`src/rtl/debug_pkg.sv`:
```
// debug_pkg
// Shared definitions for the debug command path: parser state encoding,
// default frame marker and inter-byte timeout, and the opcode values the
// debug unit understands.
package debug_pkg;

  localparam logic [7:0]  DEFAULT_SYNC_BYTE     = 8'hA5;
  localparam logic [15:0] DEFAULT_TIMEOUT_TICKS = 16'd1600;
  localparam int          CMD_DATA_W            = 32;

  typedef enum logic [2:0] {
    ST_HUNT = 3'd0,
    ST_OP   = 3'd1,
    ST_ADDR = 3'd2,
    ST_DATA = 3'd3,
    ST_CHK  = 3'd4,
    ST_HOLD = 3'd5
  } state_t;

  localparam logic [7:0] OP_READ_REG  = 8'h01;
  localparam logic [7:0] OP_WRITE_REG = 8'h02;
  localparam logic [7:0] OP_STEP      = 8'h03;
  localparam logic [7:0] OP_RUN       = 8'h04;
  localparam logic [7:0] OP_HALT      = 8'h05;

endpackage

```
`src/rtl/debug_cmd_parser_if.sv`:
```
// debug_cmd_parser_if
// Valid/ready command channel from the frame parser to the debug unit.
//   cmd_valid : command fields valid, held until accepted
//   cmd_ready : debug unit accepts the command
//   cmd_op    : opcode
//   cmd_addr  : register address
//   cmd_data  : 32-bit payload, little-endian byte order on the wire
// master = parser side, slave = debug unit side.
interface debug_cmd_parser_if;
  import debug_pkg::*;

  logic                  cmd_valid;
  logic                  cmd_ready;
  logic [7:0]            cmd_op;
  logic [7:0]            cmd_addr;
  logic [CMD_DATA_W-1:0] cmd_data;

  modport master (
    output cmd_valid,
    output cmd_op,
    output cmd_addr,
    output cmd_data,
    input  cmd_ready
  );

  modport slave (
    input  cmd_valid,
    input  cmd_op,
    input  cmd_addr,
    input  cmd_data,
    output cmd_ready
  );

endinterface

```
`src/rtl/tick_timeout.sv`:
```
// tick_timeout
// Saturating inter-byte timer. Counts i_tick pulses while enabled and raises
// o_expired for a single cycle once the count reaches TIMEOUT_TICKS.
//   clock, reset : system clock, async active-high reset
//   i_enable     : timer active; when low the count is held at zero
//   i_clear      : synchronous clear (an accepted byte)
//   i_tick       : oversampling tick, count enable
//   o_expired    : one-cycle pulse at terminal count
module tick_timeout
  import debug_pkg::*;
#(
  parameter logic [15:0] TIMEOUT_TICKS = DEFAULT_TIMEOUT_TICKS
) (
  input  logic clock,
  input  logic reset,
  input  logic i_enable,
  input  logic i_clear,
  input  logic i_tick,
  output logic o_expired
);

  logic [15:0] r_count;
  logic        r_fired;
  logic        w_at_limit;

  assign w_at_limit = (r_count == TIMEOUT_TICKS);
  // r_fired keeps the pulse to one cycle even if the count sits saturated.
  assign o_expired  = i_enable && w_at_limit && !r_fired;

  always_ff @(posedge clock or posedge reset) begin
    if (reset) begin
      r_count <= '0;
      r_fired <= 1'b0;
    end else if (!i_enable || i_clear) begin
      r_count <= '0;
      r_fired <= 1'b0;
    end else begin
      if (i_tick && !w_at_limit)
        r_count <= r_count + 16'd1;
      if (o_expired)
        r_fired <= 1'b1;
    end
  end

endmodule

```
`src/rtl/debug_cmd_parser.sv`:
```
// debug_cmd_parser
// Deframes the UART byte stream into debug commands. Frame layout:
//   SYNC, OP, ADDR, D0, D1, D2, D3, CHK   (CHK = XOR of OP..D3)
// Ports:
//   clock, reset  : system clock, async active-high reset
//   i_s_tick      : baud oversampling tick (inter-byte timeout base)
//   i_rx_done     : one-clock strobe, i_rx_data holds a new byte
//   i_rx_data     : received byte
//   cmd           : valid/ready command channel (master side)
//   o_chk_err     : one-clock pulse, checksum mismatch
//   o_timeout_err : one-clock pulse, frame abandoned on inter-byte timeout
//   o_overrun_err : one-clock pulse, byte dropped while a command is pending
//
// state | meaning
// HUNT  | waiting for the sync byte, other bytes ignored
// OP    | expecting opcode
// ADDR  | expecting address
// DATA  | expecting data byte r_idx (0..3)
// CHK   | expecting checksum byte
// HOLD  | command presented, waiting for cmd_ready
module debug_cmd_parser
  import debug_pkg::*;
#(
  parameter logic [7:0]  SYNC_BYTE     = DEFAULT_SYNC_BYTE,
  parameter logic [15:0] TIMEOUT_TICKS = DEFAULT_TIMEOUT_TICKS
) (
  input  logic               clock,
  input  logic               reset,
  input  logic               i_s_tick,
  input  logic               i_rx_done,
  input  logic [7:0]         i_rx_data,
  debug_cmd_parser_if.master cmd,
  output logic               o_chk_err,
  output logic               o_timeout_err,
  output logic               o_overrun_err
);

  state_t                r_state;
  state_t                w_state_nxt;
  logic [7:0]            r_chk;
  logic [1:0]            r_idx;
  logic [7:0]            r_op_sh;
  logic [7:0]            r_addr_sh;
  logic [CMD_DATA_W-1:0] r_data_sh;
  logic                  r_cmd_valid;
  logic [7:0]            r_cmd_op;
  logic [7:0]            r_cmd_addr;
  logic [CMD_DATA_W-1:0] r_cmd_data;
  logic                  r_chk_err;
  logic                  r_timeout_err;
  logic                  r_overrun_err;

  logic w_chk_err;
  logic w_timeout_err;
  logic w_overrun_err;
  logic w_load_cmd;
  logic w_timer_en;
  logic w_expired;
  logic w_is_sync;

  assign w_is_sync  = (i_rx_data == SYNC_BYTE);
  assign w_timer_en = (r_state == ST_OP) || (r_state == ST_ADDR) ||
                      (r_state == ST_DATA) || (r_state == ST_CHK);

  // Every accepted byte restarts the timer; entry to OP is itself an
  // accepted byte and the timer is idle in HUNT, so that case is covered too.
  tick_timeout #(
    .TIMEOUT_TICKS (TIMEOUT_TICKS)
  ) u_tick_timeout (
    .clock     (clock),
    .reset     (reset),
    .i_enable  (w_timer_en),
    .i_clear   (i_rx_done),
    .i_tick    (i_s_tick),
    .o_expired (w_expired)
  );

  always_ff @(posedge clock or posedge reset) begin
    if (reset)
      r_state <= ST_HUNT;
    else
      r_state <= w_state_nxt;
  end

  // A byte arriving in the same cycle as expiry wins over the timeout.
  always_comb begin
    w_state_nxt   = r_state;
    w_chk_err     = 1'b0;
    w_timeout_err = 1'b0;
    w_overrun_err = 1'b0;
    w_load_cmd    = 1'b0;
    case (r_state)
      ST_HUNT: begin
        if (i_rx_done && w_is_sync)
          w_state_nxt = ST_OP;
      end
      ST_OP: begin
        if (i_rx_done) begin
          w_state_nxt = ST_ADDR;
        end else if (w_expired) begin
          w_state_nxt   = ST_HUNT;
          w_timeout_err = 1'b1;
        end
      end
      ST_ADDR: begin
        if (i_rx_done) begin
          w_state_nxt = ST_DATA;
        end else if (w_expired) begin
          w_state_nxt   = ST_HUNT;
          w_timeout_err = 1'b1;
        end
      end
      ST_DATA: begin
        if (i_rx_done) begin
          if (r_idx == 2'd3)
            w_state_nxt = ST_CHK;
        end else if (w_expired) begin
          w_state_nxt   = ST_HUNT;
          w_timeout_err = 1'b1;
        end
      end
      ST_CHK: begin
        if (i_rx_done) begin
          if (i_rx_data == r_chk) begin
            w_state_nxt = ST_HOLD;
            w_load_cmd  = 1'b1;
          end else begin
            w_state_nxt = ST_HUNT;
            w_chk_err   = 1'b1;
          end
        end else if (w_expired) begin
          w_state_nxt   = ST_HUNT;
          w_timeout_err = 1'b1;
        end
      end
      ST_HOLD: begin
        // Handshake completing frees the parser, so a byte in the same
        // cycle is judged as if already back in HUNT.
        if (cmd.cmd_ready)
          w_state_nxt = (i_rx_done && w_is_sync) ? ST_OP : ST_HUNT;
        else if (i_rx_done)
          w_overrun_err = 1'b1;
      end
      default: w_state_nxt = ST_HUNT;
    endcase
  end

  always_ff @(posedge clock or posedge reset) begin
    if (reset) begin
      r_chk         <= '0;
      r_idx         <= '0;
      r_op_sh       <= '0;
      r_addr_sh     <= '0;
      r_data_sh     <= '0;
      r_cmd_valid   <= 1'b0;
      r_cmd_op      <= '0;
      r_cmd_addr    <= '0;
      r_cmd_data    <= '0;
      r_chk_err     <= 1'b0;
      r_timeout_err <= 1'b0;
      r_overrun_err <= 1'b0;
    end else begin
      r_chk_err     <= w_chk_err;
      r_timeout_err <= w_timeout_err;
      r_overrun_err <= w_overrun_err;
      r_cmd_valid   <= (w_state_nxt == ST_HOLD);
      if (w_load_cmd) begin
        r_cmd_op   <= r_op_sh;
        r_cmd_addr <= r_addr_sh;
        r_cmd_data <= r_data_sh;
      end
      if (i_rx_done) begin
        case (r_state)
          ST_HUNT, ST_HOLD: r_chk <= '0;
          ST_OP: begin
            r_op_sh <= i_rx_data;
            r_chk   <= r_chk ^ i_rx_data;
          end
          ST_ADDR: begin
            r_addr_sh <= i_rx_data;
            r_chk     <= r_chk ^ i_rx_data;
            r_idx     <= '0;
          end
          ST_DATA: begin
            r_data_sh[{r_idx, 3'b000} +: 8] <= i_rx_data;
            r_chk <= r_chk ^ i_rx_data;
            r_idx <= r_idx + 2'd1;
          end
          default: ;
        endcase
      end
    end
  end

  assign cmd.cmd_valid = r_cmd_valid;
  assign cmd.cmd_op    = r_cmd_op;
  assign cmd.cmd_addr  = r_cmd_addr;
  assign cmd.cmd_data  = r_cmd_data;
  assign o_chk_err     = r_chk_err;
  assign o_timeout_err = r_timeout_err;
  assign o_overrun_err = r_overrun_err;

endmodule

```
`src/flat_wrapper.sv`:
```
// flat-port wrapper written by rule: the top's interface ports become plain ports
module debug_cmd_parser_flat import debug_pkg::*;
#(
  parameter logic [7:0]  SYNC_BYTE     = DEFAULT_SYNC_BYTE,
  parameter logic [15:0] TIMEOUT_TICKS = DEFAULT_TIMEOUT_TICKS
)
  (clock, reset, i_s_tick, i_rx_done, i_rx_data, o_chk_err, o_timeout_err, o_overrun_err, cmd_cmd_valid, cmd_cmd_op, cmd_cmd_addr, cmd_cmd_data, cmd_cmd_ready);
  debug_cmd_parser_if cmd_i ();
  input  logic clock;
  input  logic reset;
  input  logic i_s_tick;
  input  logic i_rx_done;
  input  logic [7:0] i_rx_data;
  output logic o_chk_err;
  output logic o_timeout_err;
  output logic o_overrun_err;
  output wire logic [$bits(cmd_i.cmd_valid)-1:0] cmd_cmd_valid;
  output wire logic [$bits(cmd_i.cmd_op)-1:0] cmd_cmd_op;
  output wire logic [$bits(cmd_i.cmd_addr)-1:0] cmd_cmd_addr;
  output wire logic [$bits(cmd_i.cmd_data)-1:0] cmd_cmd_data;
  input wire logic [$bits(cmd_i.cmd_ready)-1:0] cmd_cmd_ready;
  assign cmd_cmd_valid = cmd_i.cmd_valid;
  assign cmd_cmd_op = cmd_i.cmd_op;
  assign cmd_cmd_addr = cmd_i.cmd_addr;
  assign cmd_cmd_data = cmd_i.cmd_data;
  assign cmd_i.cmd_ready = cmd_cmd_ready;
  debug_cmd_parser #(.SYNC_BYTE(SYNC_BYTE), .TIMEOUT_TICKS(TIMEOUT_TICKS)) u_core (.clock(clock), .reset(reset), .i_s_tick(i_s_tick), .i_rx_done(i_rx_done), .i_rx_data(i_rx_data), .cmd(cmd_i), .o_chk_err(o_chk_err), .o_timeout_err(o_timeout_err), .o_overrun_err(o_overrun_err));
endmodule
```
`config.mk`:
```
export PLATFORM = sky130hd
export DESIGN_NAME = debug_cmd_parser_flat
export DESIGN_NICKNAME = d
export VERILOG_FILES = /design/src/rtl/debug_pkg.sv /design/src/rtl/debug_cmd_parser_if.sv /design/src/rtl/tick_timeout.sv /design/src/rtl/debug_cmd_parser.sv /design/src/flat_wrapper.sv
export SDC_FILE = /design/constraint.sdc
export NUM_CORES = 1
export LEC_CHECK = 0
export CORE_MARGIN = 3
export CORE_UTILIZATION = 60
export DETAILED_ROUTE_END_ITERATION = 6
export PLACE_DENSITY = 0.95
export SLEW_MARGIN = 10
export SYNTH_ARGS = -nofsm -noshare
export SYNTH_HDL_FRONTEND = slang
export SYNTH_SLANG_ARGS = --single-unit
```
`constraint.sdc`:
```
create_clock -name clock -period 6.4 [get_ports clock]
set_input_delay 0.64 -clock clock [delete_from_list [all_inputs] [get_ports clock]]
set_output_delay 0.64 -clock clock [all_outputs]
set_load 0.05 [all_outputs]
```
==> metrics <==
Worst Hold Endpoint=u_core.r_data_sh[31]$_DFFE_PP0P_; final WL=13600 microns; port bufs=64; largest net degree at the start of global routing=74; YS warnings=0; drt drc=0; Worst-path clk slew=0.06 ns; worst-margin pin slew=1.03 ns; Post-CTS Repair Setup Buffers=0; CTS sink cnt=130; die width=103 microns; Seq cells post-synth=130; crit-path max cell delay=1.08 ns; final hold vios=0; P&R area growth vs syn=22.5%; Placer Congestion=0.847; via count=4203; FF-to-FF setup slack=3.49 ns; DP Worst Slack=2.69 ns; Critical Path Fanout Max=26; 1st-pass router iterations=5; P_leak=3.19 nW; worst skew pair latency=0.53 ns; I/O Pins=65; CTS tree=yes; post-synthesis sequential area ratio=57.3%; GRT Overall Usage=26.8%; Finished Cell Area=0.00695 sq mm; data required time of the critical path=6.84 ns; setup TNS=0 ns; max frequency=318 MHz; setup violators final=0; largest cells by area after synthesis=dfrtp_1 (57%), mux2_2 (11%), nand2_1 (6.8%), o21ai_0 (3.0%), mux2_4 (2.6%); max-slew violation total from the final report=0; antenna violations before repair=0; commonest cells in the synthesized netlist=dfrtp_1 (130), nand2_1 (103), mux2_2 (55); vias in the first global route=4316; Synth area leader=dfrtp_1; Final ANT Viol Nets=0; reg-to-reg startpoint=u_core.r_state[1]$_DFF_PP0_; Post-CTS Hold Buffers=0; CTS buffer count=17; fraction of layout cells with a size suffix above 1=18.2%; Reg-to-Reg End=u_core.cmd.cmd_valid$_DFF_PP0_; # rows=34; max_slew headroom=30.9%; slowest CP cell=or4_2; P per Cell Area=372 mW/mm^2; clk root buf=clkbuf_8; status=finished, final reports clean; Syn Nets=522; min cycle time layout=3.14 ns; peak supply drop=0.197 mV; Die ar.=0.0107 sq mm; unrepaired setup endpoints after global routing=no; worst-path cell chain=clkdlybuf4s50_1 -> nand2_1 -> or4_2 -> buf_12 -> nor4b_4 -> nor4_2; Post-Synthesis Cells=501; area of the core=0.00893 sq mm; Starting Density=63.5%; # diodes=0; crit path DAT=3.58 ns; H-Tree Depth=4; WL/cell=20.0 microns; count leader, synth=dfrtp_1; Area after DPL=0.00633 sq mm; first-pass GRT wire length=21300 microns; total grt overflow=0; Post-synth EDFFs=0; CP Class=input pin to flip-flop; DIE HEIGHT=103 microns; # resized after CTS=0; Tot Pwr=0.00259 W; Final #Nets=578; fin worst setup slack=3.26 ns; Worst Hold Class=flip-flop to flip-flop; dpl hpwl=8060 microns; clk_skew=0.00963 ns; Yosys cell types=41; HP Start=u_core.r_data_sh[31]$_DFFE_PP0P_; crit share post-route=49.1%; ys flop type=dfrtp_1; Detailed Route Iter0 Violations=335; post-DR vias/cell=6.20; worst-case clock buffer depth=2; post-synthesis cell area=0.00568 sq mm; Startpoint Class=input pin; synthesized area per cell=11.3 sq um; number of max-cap violations=0; Hold Crit Depth=2; Post-synth ARST share=100%; area share of the largest cell type after synthesis=57.3%; Setup crit end kind=flip-flop; r2r worst-path depth=5
[state kept, by name, indices dropped and copies added, names as in the netlist]
name	flops
u_core.cmd.cmd_addr	8
u_core.cmd.cmd_data	32
u_core.cmd.cmd_op	8
u_core.cmd.cmd_valid	1
u_core.o_chk_err	1
u_core.o_overrun_err	1
u_core.o_timeout_err	1
u_core.r_addr_sh	8
u_core.r_chk	8
u_core.r_data_sh	32
u_core.r_idx	2
u_core.r_op_sh	8
u_core.r_state	3
u_core.u_tick_timeout.r_count	16
u_core.u_tick_timeout.r_fired	1
[how the worst max path moves through the flow]
stage | cells after the start | slack [ns] | from | to
detailed placement | 5 | 2.69 | i_rx_done | u_core.cmd.cmd_valid$_DFF_PP0_
global placement | 6 | 2.78 | i_rx_data[1] | u_core.cmd.cmd_valid$_DFF_PP0_
finish | 6 | 3.26 | i_rx_done | u_core.cmd.cmd_valid$_DFF_PP0_
floorplan | 1 | 2.29 | reset | u_core.cmd.cmd_addr[0]$_DFFE_PP0P_
CTS | 5 | 3.19 | i_rx_done | u_core.cmd.cmd_valid$_DFF_PP0_
global route | 6 | 3.13 | i_rx_done | u_core.cmd.cmd_valid$_DFF_PP0_
[power breakdown]
part           total [W]  leakage (nW)  switching, W  internal (W)
Combinational   0.000491          1.15      0.000286      0.000205
Sequential       0.00111          1.75      0.000141      0.000967
Clock           0.000990         0.289      0.000381      0.000609
Total            0.00259          3.19      0.000808       0.00178
[cell families after synthesis]
family | after synthesis | synth area share (%)
compound gates | 63 | 6.37
xor+xnor | 23 | 3.55
fa+ha+maj | 8 | 1.76
buf+inv | 38 | 2.98
flops | 130 | 57.3
mux | 65 | 13.6
simple gates | 174 | 14.5
[cell usage in the layout, fill, tap and decap left out, types with 9 or more instances in the layout]
| cell | count |
|---|---|
| nand4_1 | 9 |
| nor2_1 | 23 |
| mux2_2 | 55 |
| clkbuf_16 | 16 |
| a21oi_1 | 16 |
| xnor2_1 | 15 |
| mux2_4 | 10 |
| clkdlybuf4s50_1 | 64 |
| o21ai_0 | 34 |
| nand2_1 | 103 |
| dfrtp_1 | 130 |
[metrics by stage]
stage / hold slack (ns) / std cells / utilization [%]
3_5_place_dp: 0.472 / 645 / 70.8
2_1_floorplan: 0.446 / 501 / -
3_3_place_gp: 0.459 / 645 / 70.8
4_1_cts: 0.492 / 677 / 77.6
5_1_grt: 0.512 / 678 / 77.8
6_report: 0.491 / 678 / 77.8
[layout make-up]
cell class / count / area (sq um)
clock buffers: 18 / 428
multi-input cells: 333 / 2250
inverters: 9 / 36.3
clock inverters: 14 / 175
well taps: 108 / 135
repair buffers: 66 / 668
flip-flops and latches: 130 / 3250
fillers: 500 / 1980
[metal layers]
layer	wire length [microns]	part of all wire (%)	GRT usage, %
met3	942	6.9	7.78
met1	5140	38	31.2
met2	6950	51	44.8
met5	0	0	0
met4	549	4.0	14.4
[critical path: cells and delay by family]
| family | cells | cell delay, ns |
|---|---|---|
| and+or+nand+nor | 4 | 1.70 |
| buffers and inverters | 2 | 1.23 |
(Power assumes the default switching activity.)
